===== config.mk =====
export PLATFORM = sky130hd
export DESIGN_NAME = pulse_req_tx
export DESIGN_NICKNAME = d
export VERILOG_FILES = /design/src/rtl/pulse_req_tx_pkg.sv /design/src/rtl/pulse_req_tx_sync.sv /design/src/rtl/pulse_req_tx.sv
export SDC_FILE = /design/constraint.sdc
export NUM_CORES = 1
export LEC_CHECK = 0
export CORE_AREA = 5 5 42 44
export CTS_BUF_LIST = sky130_fd_sc_hd__clkbuf_16
export CTS_CLUSTER_SIZE = 14
export DETAILED_ROUTE_END_ITERATION = 8
export DIE_AREA = 0 0 47 49
export PLACE_DENSITY = 0.72
export SETUP_SLACK_MARGIN = 0.5
export SLEW_MARGIN = 15
export SYNTH_ARGS = -nofsm -noshare
export SYNTH_HDL_FRONTEND = slang
export SYNTH_SLANG_ARGS = --single-unit

===== constraint.sdc =====
create_clock -name clk_fast -period 1.9 [get_ports clk_fast]
set_input_delay 0.38 -clock clk_fast [delete_from_list [all_inputs] [get_ports clk_fast]]
set_output_delay 0.38 -clock clk_fast [all_outputs]
set_load 0.01 [all_outputs]

===== src/rtl/pulse_req_tx_pkg.sv =====
// Shared types and constants for the fast->slow pulse request transmitter.
package pulse_req_tx_pkg;

    // Transmitter handshake phases.
    typedef enum logic [1:0] {
        ST_IDLE = 2'd0,
        ST_REQ  = 2'd1,
        ST_DROP = 2'd2
    } tx_state_t;

    // Fewer than two flops does not give metastability time to resolve.
    localparam int MIN_SYNC_STAGES = 2;

    // Clamp a requested synchronizer depth to the safe minimum.
    function automatic int safe_sync_stages(input int req);
        return (req < MIN_SYNC_STAGES) ? MIN_SYNC_STAGES : req;
    endfunction

endpackage


===== src/rtl/pulse_req_tx_sync.sv =====
// Single-bit multi-flop synchronizer with synchronous active-high clear.
module sync_bit #(
    parameter int STAGES = 2
) (
    input  logic clk,
    input  logic rst,
    input  logic d,
    output logic q
);

    logic [STAGES-1:0] chain_q;
    logic [STAGES-1:0] chain_d;

    // Shift the asynchronous input one stage deeper each cycle.
    always_comb begin
        chain_d = (chain_q << 1) | STAGES'(d);
    end

    // Chain register; cleared so a stale ack cannot survive reset.
    always_ff @(posedge clk) begin
        if (rst) begin
            chain_q <= '0;
        end else begin
            chain_q <= chain_d;
        end
    end

    assign q = chain_q[STAGES-1];

endmodule


===== src/rtl/pulse_req_tx.sv =====
// Fast-domain side of a 4-phase req/ack pulse crossing. Incoming event
// strobes are queued in a saturating counter and sent one at a time.
module pulse_req_tx
    import pulse_req_tx_pkg::*;
#(
    parameter int CNT_W       = 4,
    parameter int SYNC_STAGES = 2
) (
    input  logic             clk_fast,
    input  logic             rst_fast,
    input  logic             in_pulse,
    input  logic             ack_async,
    output logic             req_out,
    output logic             busy,
    output logic [CNT_W-1:0] pending,
    output logic             overflow,
    output logic             done_pulse
);

    localparam int               SYNC_EFF = safe_sync_stages(SYNC_STAGES);
    localparam logic [CNT_W-1:0] CNT_MAX  = {CNT_W{1'b1}};

    tx_state_t        state_q, state_d;
    logic [CNT_W-1:0] pending_q, pending_d;
    logic             req_q, req_d;
    logic             busy_q, busy_d;
    logic             ovf_q, ovf_d;
    logic             done_q, done_d;

    logic             ack_sync;
    logic             have_pending;
    logic             launch;
    logic             inc;
    logic             dec;

    sync_bit #(
        .STAGES (SYNC_EFF)
    ) u_ack_sync (
        .clk (clk_fast),
        .rst (rst_fast),
        .d   (ack_async),
        .q   (ack_sync)
    );

    assign have_pending = (pending_q != '0);

    // Handshake sequencing; ack edges in the wrong phase are simply ignored.
    always_comb begin
        state_d = state_q;
        launch  = 1'b0;
        done_d  = 1'b0;
        case (state_q)
            ST_IDLE: begin
                if (have_pending || in_pulse) begin
                    launch  = 1'b1;
                    state_d = ST_REQ;
                end
            end
            ST_REQ: begin
                if (ack_sync) begin
                    state_d = ST_DROP;
                end
            end
            ST_DROP: begin
                if (!ack_sync) begin
                    state_d = ST_IDLE;
                    done_d  = 1'b1;
                end
            end
            default: begin
                state_d = ST_IDLE;
            end
        endcase
        req_d = (state_d == ST_REQ);
    end

    // Pending bookkeeping: a launch from an empty queue uses the strobe
    // directly, otherwise it takes one queued event.
    always_comb begin
        inc       = in_pulse & ~(launch & ~have_pending);
        dec       = launch & have_pending;
        pending_d = pending_q;
        ovf_d     = ovf_q;
        if (inc && !dec) begin
            if (pending_q == CNT_MAX) begin
                ovf_d = 1'b1;
            end else begin
                pending_d = pending_q + CNT_W'(1);
            end
        end else if (dec && !inc) begin
            pending_d = pending_q - CNT_W'(1);
        end
        busy_d = (state_d != ST_IDLE) || (pending_d != '0);
    end

    // State and registered outputs.
    always_ff @(posedge clk_fast) begin
        if (rst_fast) begin
            state_q   <= ST_IDLE;
            pending_q <= '0;
            req_q     <= 1'b0;
            busy_q    <= 1'b0;
            ovf_q     <= 1'b0;
            done_q    <= 1'b0;
        end else begin
            state_q   <= state_d;
            pending_q <= pending_d;
            req_q     <= req_d;
            busy_q    <= busy_d;
            ovf_q     <= ovf_d;
            done_q    <= done_d;
        end
    end

    assign req_out    = req_q;
    assign busy       = busy_q;
    assign pending    = pending_q;
    assign overflow   = ovf_q;
    assign done_pulse = done_q;

endmodule


==> impl_summary.txt <==
----------------------------------------------------
[Outcome]
  Run status ... finished, final reports clean

[Logic synthesis]
  Number of warnings issued by yosys ... 0
  Number of distinct standard cells referenced by the synthesized netlist ... 33
  Simple logic cell fraction of the synthesized area ... a little over a quarter
  Synthesized-area fraction occupied by ao, oa, aoi and oai cells ... 18.0%
  Gate count after technology mapping ... 64
  Fraction of the yosys area taken by sequential cells ... 40.3%
  Mapped cell area ... 597 um^2
  Synth Area per Inst ... between 9 and 10 um^2
  Synthesized netlist net count ... just over 70
  Multiplexer share of the synthesized area ... 0%
  Adder and majority cell fraction of the synthesized area ... between 6 and 7%
  Main combinational cell family by area after synthesis ... simple AND/OR/NAND/NOR gates
  Synth Register Bits ... 12
  XOR/XNOR Fraction of Synth Area ... about 3%

[Timing]
  TNS Setup ... 0 ns
  RSZ-0062 raised after global routing ... yes
  Final hold violation count ... 0
  Measured slew at the worst slew-check pin ... 0.364 ns
  Worst setup skew after layout ... 0.000852 ns
  Shortest clock period the worst path allows after layout ... between 1.5 and 2 ns
  Number of max-slew violations in the final report ... 0
  Achievable clock frequency ... between 0.6 and 0.7 GHz
  Final count of negative-setup-slack endpoints ... 0
  Final setup margin ... roughly 0.34 ns
  Relative slew slack ... approximately three quarters
  Final Cycle Share ... about four fifths

[Floorplan]
  Die H ... 49 um
  Initial cell density of the core ... 42.6%
  Area of the core ... ~1400 um^2
  Horizontal extent of the die ... 47 um
  Num rows ... 14
  Die area ... approximately 2300 um^2
  Number of top-level pins ... 12

[Critical path]
  Register-to-register setup slack ... ~0.34 ns
  Critical-path cell with the highest stage delay ... sky130_fd_sc_hd__or3b_4
  CP Capture Type ... flip-flop
  Worst reg2reg path depth ... 7
  R2r startpoint ... pending[1]$_SDFF_PP0_
  Critical path fanouts, max ... 5
  Sequence of cells on the critical path ... inv_4 -> ha_4 -> or3b_4 -> nand3_4 -> o21ai_2 -> a22o_1 -> a31oi_1
  Startpoint-to-endpoint class of the critical path ... reg2reg
  Max incr delay on CP ... 0.43 ns
  Startpoint type of the worst setup path ... flip-flop
  CP Data Required Time ... 2.07 ns
  CP Data Arrival Time ... around 1.7 ns
  R2r endpoint ... busy$_SDFF_PP0_

[Global routing]
  Total congestion overflow ... 0
  Largest net degree at the start of global routing ... 10
  First-pass GRT wire length ... just under 3 mm
  Vias in the first global route ... between 600 and 700
  Global-route usage over all layers ... ~18%
  Antenna violations before repair ... 0

[Drt]
  Vias per cell ... 5.76
  Total detailed-routing wirelength ... approximately 1.8 mm
  DRT Pass-1 Iters ... 4
  DRT iter0 DRCs ... 10
  DR WL/cell ... about 17 um
  Via total after detailed routing ... roughly 620
  Total DRC errors in the routed layout ... 0
  Remaining antenna violation count after routing ... 0

[Finish]
  Most frequent cells in the layout ... sky130_fd_sc_hd__buf_4, sky130_fd_sc_hd__dfxtp_1, sky130_fd_sc_hd__dlygate4sd2_1
  Inserted Diodes ... 0
  Layout overhead on the synthesized area ... 69.4%
  Net count, final ... 100
  Share of post-route cells with drive strength above 1 ... approximately 45%
  Post-route cell area ... about 1000 um^2
  Area taken by multi-input logic gates ... slightly above 400 um^2
  Commonest non-fill, non-tap cell in the layout ... sky130_fd_sc_hd__buf_4
  Fill count ... roughly 110
  Non-filler instance count after layout ... between 100 and 150
  Sequential cell area in the final layout ... ~250 um^2

[Clock tree]
  Clock buffers created by TritonCTS ... 3
  Worst-case clock buffer depth ... 2
  Hold_buf cts ... 0
  CTS Sinks ... 12
  CTS clock-pin slew for the worst setup and hold paths ... about 0.04 ns
  Clock latency on the worst-skew pair ... around 0.24 ns
  CTS H-tree lvls ... 1
  CTS tree ... built
  Buffer type at the clock tree root ... sky130_fd_sc_hd__clkbuf_16

[Min path]
  Worst hold path stage count ... 1
  Min-delay src ... u_ack_sync.chain_q[0]$_SDFF_PP0_
  Worst hold endpoint ... u_ack_sync.chain_q[1]$_SDFF_PP0_
  Worst hold path type ... reg2reg

[Placed design]
  Weighted congestion reported at the end of routability-driven placement ... 0.754
  Worst-case setup slack after placement ... 0.0362 ns
  HPWL after DPL ... 906 um
  PortBufs ... 11
  Cell area after placement ... around 760 um^2
  Number of placed instances with taps included ... 91

[Power]
  Total power divided by cell area ... between 1500 and 2000 nW/um^2
  VDD IR-drop max ... 0.996 mV
  Static Leakage ... between 0.4 and 0.5 nW

[Flow run]
  Number of max-cap violations ... 0

----------------------------------------------------
-- layout make-up --
type / instances / share of cell area, %
flip-flops and latches: 12 / 25.0
multi-input cells: 46 / 40.7
repair buffers: 27 / 22.9
clock buffers: 3 / 7.43
well taps: 16 / 1.98
inverters: 3 / 1.61
clock inverters: 1 / 0.371
-- registers in the layout, summed over array words and instances (netlist names) --
signal,cells
pending,4
state_q,2
u_ack_sync.chain_q,2
busy,1
done_pulse,1
overflow,1
req_out,1
-- worst max path at each step --
stage,from,end,slack (ns),depth (start not counted)
2_1_floorplan,pending[1]$_SDFF_PP0_,busy$_SDFF_PP0_,0.41,7
3_5_place_dp,in_pulse,busy$_SDFF_PP0_,0.04,5
4_1_cts,pending[2]$_SDFF_PP0_,pending[2],0.32,1
3_3_place_gp,in_pulse,busy$_SDFF_PP0_,0.03,5
6_report,pending[1]$_SDFF_PP0_,busy$_SDFF_PP0_,0.34,7
5_1_grt,pending[1]$_SDFF_PP0_,busy$_SDFF_PP0_,0.26,7
-- cells by family (layout without fill, tap and decap cells) --
logic type | Yosys count | count (layout)
AO/OA/AOI/OAI | 15 | 15
XOR/XNOR | 2 | 2
adder cells (fa/ha/maj) | 3 | 3
buffers and inverters | 6 | 34
flip-flops | 12 | 12
AND/OR/NAND/NOR | 26 | 26
-- layer usage --
| layer | global-route usage (%) | vias to the layer above | wire length (um) |
|---|---|---|---|
| li1 | - | 292 | - |
| met1 | 19.5 | 301 | 722 |
| met2 | 27.8 | 23 | 891 |
| met3 | 6.27 | 6 | 107 |
| met4 | 11.1 | 0 | 72 |
| met5 | 0 | - | 0 |
-- what timing repair did --
action | in CTS | in global routing
resized for setup | 22 | 10
setup endpoints to repair | 15 | 10
buffers inserted | 10 | 3
pin swaps | 11 | 11
-- power breakdown --
part           internal, mW  leakage, nW  switching, mW
sequential            0.330        0.102         0.0812
clock                 0.277       0.0385          0.112
combinational         0.512        0.278          0.459
total                  1.12        0.418          0.652
-- cells in the mapped netlist --
master	n	area share, %
sky130_fd_sc_hd__a41oi_1	1	1.5
sky130_fd_sc_hd__nor2_1	4	2.5
sky130_fd_sc_hd__nor3_1	2	1.7
sky130_fd_sc_hd__or3_1	1	1.0
sky130_fd_sc_hd__and2_1	1	1.0
sky130_fd_sc_hd__o21ai_0	1	0.84
sky130_fd_sc_hd__nand3_1	5	4.2
sky130_fd_sc_hd__a2111oi_0	2	2.9
sky130_fd_sc_hd__inv_1	3	1.9
sky130_fd_sc_hd__a31oi_1	1	1.0
sky130_fd_sc_hd__a211o_1	1	1.5
sky130_fd_sc_hd__o2bb2ai_1	1	1.5
sky130_fd_sc_hd__buf_4	2	2.5
sky130_fd_sc_hd__or3b_4	1	1.9
sky130_fd_sc_hd__dfxtp_1	12	40
sky130_fd_sc_hd__a21oi_1	3	2.5
sky130_fd_sc_hd__nand4_1	1	1.0
sky130_fd_sc_hd__nor3_4	1	2.7
sky130_fd_sc_hd__o211ai_1	1	1.3
sky130_fd_sc_hd__o311ai_0	1	1.5
sky130_fd_sc_hd__o21a_1	1	1.3
sky130_fd_sc_hd__nand3_2	1	1.7
sky130_fd_sc_hd__nand2_1	2	1.3
sky130_fd_sc_hd__ha_1	3	6.3
sky130_fd_sc_hd__nor2b_1	2	2.1
sky130_fd_sc_hd__nand4b_1	1	1.5
sky130_fd_sc_hd__nand2b_1	2	2.1
sky130_fd_sc_hd__a22o_1	1	1.5
sky130_fd_sc_hd__xnor2_1	2	2.9
sky130_fd_sc_hd__o21ai_1	1	0.84
sky130_fd_sc_hd__clkbuf_1	1	0.63
sky130_fd_sc_hd__nor3b_1	1	1.3
sky130_fd_sc_hd__nor4b_1	1	1.5
-- worst max-delay path: cells and delay by family, from the launching register on --
family                   cells  cell delay [ns]
AO/OA/AOI/OAI                3             0.42
buffers and inverters        1             0.06
flip-flops                   1             0.34
AND/OR/NAND/NOR              2             0.54
adder cells (fa/ha/maj)      1             0.12
-- metrics by stage --
step	util, %	total power [mW]	hold slack, ns
final	72.1	1.77	0.442
after global routing	72.1	1.88	0.465
after CTS	68.3	1.60	0.442
after detailed placement	54.4	1.01	0.432
after global placement	54.4	1.01	0.417
after floorplan	-	0.830	0.414
Power figures use the tool's default switching activity.
==> edit 1: new RTL, same settings <==
Make the reset (`rst` and `rst_fast`) asynchronous in 2 clocked blocks.
--- a/src/rtl/pulse_req_tx_sync.sv
+++ b/src/rtl/pulse_req_tx_sync.sv
@@ -17,7 +17,7 @@
     end
 
     // Chain register; cleared so a stale ack cannot survive reset.
-    always_ff @(posedge clk) begin
+    always_ff @(posedge clk or posedge rst) begin
         if (rst) begin
             chain_q <= '0;
         end else begin
--- a/src/rtl/pulse_req_tx.sv
+++ b/src/rtl/pulse_req_tx.sv
@@ -94,7 +94,7 @@
     end
 
     // State and registered outputs.
-    always_ff @(posedge clk_fast) begin
+    always_ff @(posedge clk_fast or posedge rst_fast) begin
         if (rst_fast) begin
             state_q   <= ST_IDLE;
             pending_q <= '0;
Check against the original RTL: differs if rst_fast is asserted again (counterexample within 4 cycles, from zero or initial values and one cycle with rst_fast high); with rst_fast held inactive, the same outputs for 10 cycles.
==> edit 1 against the original RTL <==
The flow now finishes with violations (negative setup slack). Clock power decreased by 3%. Cell count decreased by 5.6%. Power increased by 7.6%. Clock skew increased by 3.3 ps. Design area decreased by 1.6%. Worst setup slack got worse by 640 ps. Sequential cell count unchanged. Hold slack got worse by 91 ps. Routed wire length decreased by 11%. Synthesized area decreased by 2.5%. Critical path type unchanged. Critical endpoint is now busy. Largest power group unchanged. Highest routed layer unchanged.
==> edit 1: results (changes against the original RTL) <==
metric;value;unit;change
vias in the first global route;577;;-8.3%
Synth Flop Type;dfrtp_1;;
CP max FO;3;;-2
fraction of registers with async set/reset;1.00;;+1.00
peak supply drop;1340;uV;+34%
Final Wtd Congestion;0.847;;+12%
post-synthesis adder-cell area fraction;0.0645;;+0.00162
Setup WS post-layout;-293;ps;-635 ps
Detailed Route WL;1590;um;-11%
setup violators final;1;;+1
Iter 0 DRT Violations;3;;-7
failing checks;negative setup slack;;
first-pass GRT wire length;2480;um;-15%
slowest cell on the critical path;or4b_1;;
layout cells sized above 1;0.477;;+0.0311
CTS clock-pin slew for the worst setup and hold paths;40;ps;about the same
Leak;0.454;nW;+8.4%
Worst Skew;4.16;ps;+3.31 ps
xor/xnor share of the synthesized area;0.0301;;+0.000757
complex-gate fraction of the synthesized area;0.151;;-0.0298
Vias per Instance;5.21;;-9.6%
Final HPWL DP;977;um;+7.8%
reg-to-reg setup timing slack;-290;ps;-640 ps
CP arrival;2290;ps;+570 ps
fillers;106;;+0.95%
top post-synthesis cells by area;dfrtp_1 (52%), ha_1 (6.5%), inv_1 (3.2%);;
Slew HR;0.694;;-0.0566
Crit path largest cell delay;470;ps;+40 ps
Min Hold Slack;350;ps;-91.2 ps
status;finished, violations left;;
Synthesized Nets;60;;-15%
most common library cells after synthesis;dfrtp_1 (12), inv_1 (5);;
edit 1: timing repair:
item,in CTS,in global routing
hold buffers,0,0
pin swaps,2,2
gates resized for setup,23,10
endpoints found under the setup margin,15,10
buffers inserted,3,6
edit 1: where the power goes:
group | switching, mW | internal, mW | leakage, nW
Sequential | 0.0700 | 0.356 | 0.136
Clock | 0.101 | 0.276 | 0.0385
Combinational | 0.506 | 0.595 | 0.279
Total | 0.677 | 1.23 | 0.454
edit 1: kinds of logic (layout without fill, tap and decap cells):
family | after synthesis | in the layout
fa+ha+maj | 3 | 3
compound gates | 11 | 11
simple gates | 19 | 19
flops | 12 | 12
xor+xnor | 2 | 2
buf+inv | 6 | 39
edit 1: layout make-up:
class	instances	area, um^2	share of cell area
Multi-Input combinational cell	35	338	0.340
Tap cell	16	20.0	0.0201
Clock buffer	3	75.1	0.0755
Inverter	5	18.8	0.0189
Sequential cell	12	303	0.304
Timing Repair Buffer	30	236	0.238
Clock inverter	1	3.75	0.00377
edit 1: per-layer routing:
metal  up-vias  wire length (um)  GRT usage
met5         -                 0          0
met4         0                14     0.0323
met3         2                63     0.0664
met2        13               800      0.244
met1       256               713      0.178
li1        260                 -          -
edit 1: worst paths after layout:
path	startpoint	endpoint
min reg2reg	u_ack_sync.chain_q[0]	u_ack_sync.chain_q[1]
max in group asynchronous	rst_fast	pending[1]
min in group asynchronous	rst_fast	u_ack_sync.chain_q[1]
min	u_ack_sync.chain_q[0]	u_ack_sync.chain_q[1]
max reg2reg	pending[1]	busy
max	pending[1]	busy
edit 1: worst reg2reg max path, cell delays in order (launching register included):
cell     delay (ps)
dfrtp_2         410
inv_2            80
ha_4            140
or3b_4          400
and2_4          160
a221o_1         290
o21a_1          120
or4b_1          470
edit 1: through the flow:
step	std cells	setup WS, ps
2_1_floorplan	53	-257
3_3_place_gp	89	-289
3_5_place_dp	89	-328
4_1_cts	96	-259
5_1_grt	102	-382
6_report	102	-293
==> edit 2: new RTL, same flow settings <==
Without the edit above. Change the parameter `CNT_W` from 4 to 3.
--- a/src/rtl/pulse_req_tx.sv
+++ b/src/rtl/pulse_req_tx.sv
@@ -3,7 +3,7 @@
 module pulse_req_tx
     import pulse_req_tx_pkg::*;
 #(
-    parameter int CNT_W       = 4,
+    parameter int CNT_W       = 3,
     parameter int SYNC_STAGES = 2
 ) (
     input  logic             clk_fast,
Ports: changed (resized pending); port bits go from 12 to 11. No check against the original RTL was run, so the function may have changed too.
==> edit 2 against the original RTL <==
Routed wire length fell by 30%. Count of clock-buffer cells in the layout did not move. Synthesized area fell by 7.5%. Design area fell by 13%. Sequential cell count is 1 lower. Worst setup slack improved by 190 ps. Die area stayed put. Critical endpoint unchanged. Critical path type unchanged. Fmax rose by 14%. Cell count shrank 13%. First-iteration DRC count is 20% higher. Highest routed layer unchanged.
Power is not compared: it rests on default switching activity, and its combinational part moved more than twofold at a synthesized area within 25%.
==> edit 2: results (changes against the original RTL) <==
metric;value;unit;change
status;finished, final reports clean;;
post-synthesis cell type count;31;;-6.1%
I/O Buffers;10;;-1
CTS buffer count;3;;unchanged
number of diodes;0;;unchanged
Final HPWL DP;771;um;-15%
Yosys warnings;0;;unchanged
Worst Skew;1.10;ps;+0.244 ps
peak supply drop;644;uV;
worst slew pin tran;383;ps;+18.6 ps
Leak;0.372;nW;
Synthesized Nets;67;;-5.6%
complex-gate fraction of the synthesized area;0.224;;+0.0442
CTS root buffer;clkbuf_16;;
H-tree depth;1;;unchanged
total track usage;0.119;;-0.0592
first-pass GRT wire length;1870;um;-36%
vias in the first global route;444;;-29%
routed wire length per instance;13.4;um;-19%
HP Class;reg2reg;;
post-synthesis adder-cell area fraction;0.0680;;+0.00513
CTS clock-pin slew for the worst setup and hold paths;40;ps;about the same
most common library cells after synthesis;dfxtp_1 (11), nor2_1 (6), nand2_1 (5);;
Vias per Instance;5.40;;-6.2%
CP arrival;1470;ps;-250 ps
pre-CTS setup slack;107;ps;+70.4 ps
layout cells sized above 1;0.372;;-0.0739
Iter 0 DRT Violations;12;;+2
placed insts;83;;-8.8%
mux cell area share after synthesis;0.0181;;+0.0181
Final Wtd Congestion;0.836;;+11%
Largest register FFs;3;;-1
NumNets Final;86;;-14%
xor/xnor share of the synthesized area;0.0159;;-0.0135
syn_area_per_cell;9.20;um^2;-1.4%
top post-synthesis cells by area;dfxtp_1 (40%), ha_1 (6.8%), nor2_1 (4.1%);;
Detailed Route WL;1260;um;-30%
sequential area share after synthesis;0.399;;-0.00342
largest net degree at the start of global routing;12;;+2
fraction of registers with async set/reset;0;;unchanged
antenna violations before repair;0;;unchanged
Area after DPL;658;um^2;-14%
CP max FO;4;;-1
Clock Path Buffers;2;;unchanged
edit 2: area by class of cell:
class	instances	area [um^2]
flip-flops and latches	11	236
multi-input cells	43	378
well taps	16	20.0
inverters	2	12.5
repair buffers	18	150
clock buffers	3	75.1
fillers	115	526
clock inverters	1	3.75
edit 2: final timing paths:
kind                         startpoint                     to  slack, ps  cells after the start
setup / recovery             state_q[1]                   busy        530                      4
hold / removal    u_ack_sync.chain_q[0]  u_ack_sync.chain_q[1]        440                      1
setup reg to reg             state_q[1]                   busy        530                      4
hold reg to reg   u_ack_sync.chain_q[0]  u_ack_sync.chain_q[1]        440                      1
edit 2: power breakdown:
part | leakage, nW | internal, mW | switching [mW] | total (mW)
Sequential | 0.0937 | 0.256 | 0.0338 | 0.290
Combinational | 0.236 | 0.131 | 0.114 | 0.246
Clock | 0.0423 | 0.276 | 0.101 | 0.377
edit 2: metal layers:
metal,routed length (um),vias up,track usage
met5,0,-,0
met4,38,0,0.0829
met3,73,5,0.0775
met2,622,12,0.158
met1,526,242,0.131
li1,-,249,-
edit 2: worst max-delay path: stages (launching register included):
cell and delay [ps]:
dfxtp_4 360, or2_0 220, a21o_1 170, a221oi_2 330, a41oi_2 150
edit 2: repair_timing:
action                     4_1_cts  5_1_grt
setup endpoints to repair       10        5
setup buffers                    1        6
resized for setup               11       19
gates cloned                     0        0
pin swaps                        2        7
edit 2: logic make-up (layout without fill, tap and decap cells):
family | Yosys count | in the layout
AO/OA/AOI/OAI | 15 | 15
flip-flops | 11 | 11
buffers and inverters | 6 | 24
XOR/XNOR | 1 | 1
multiplexers | 1 | 1
AND/OR/NAND/NOR | 23 | 23
adder cells (fa/ha/maj) | 3 | 3
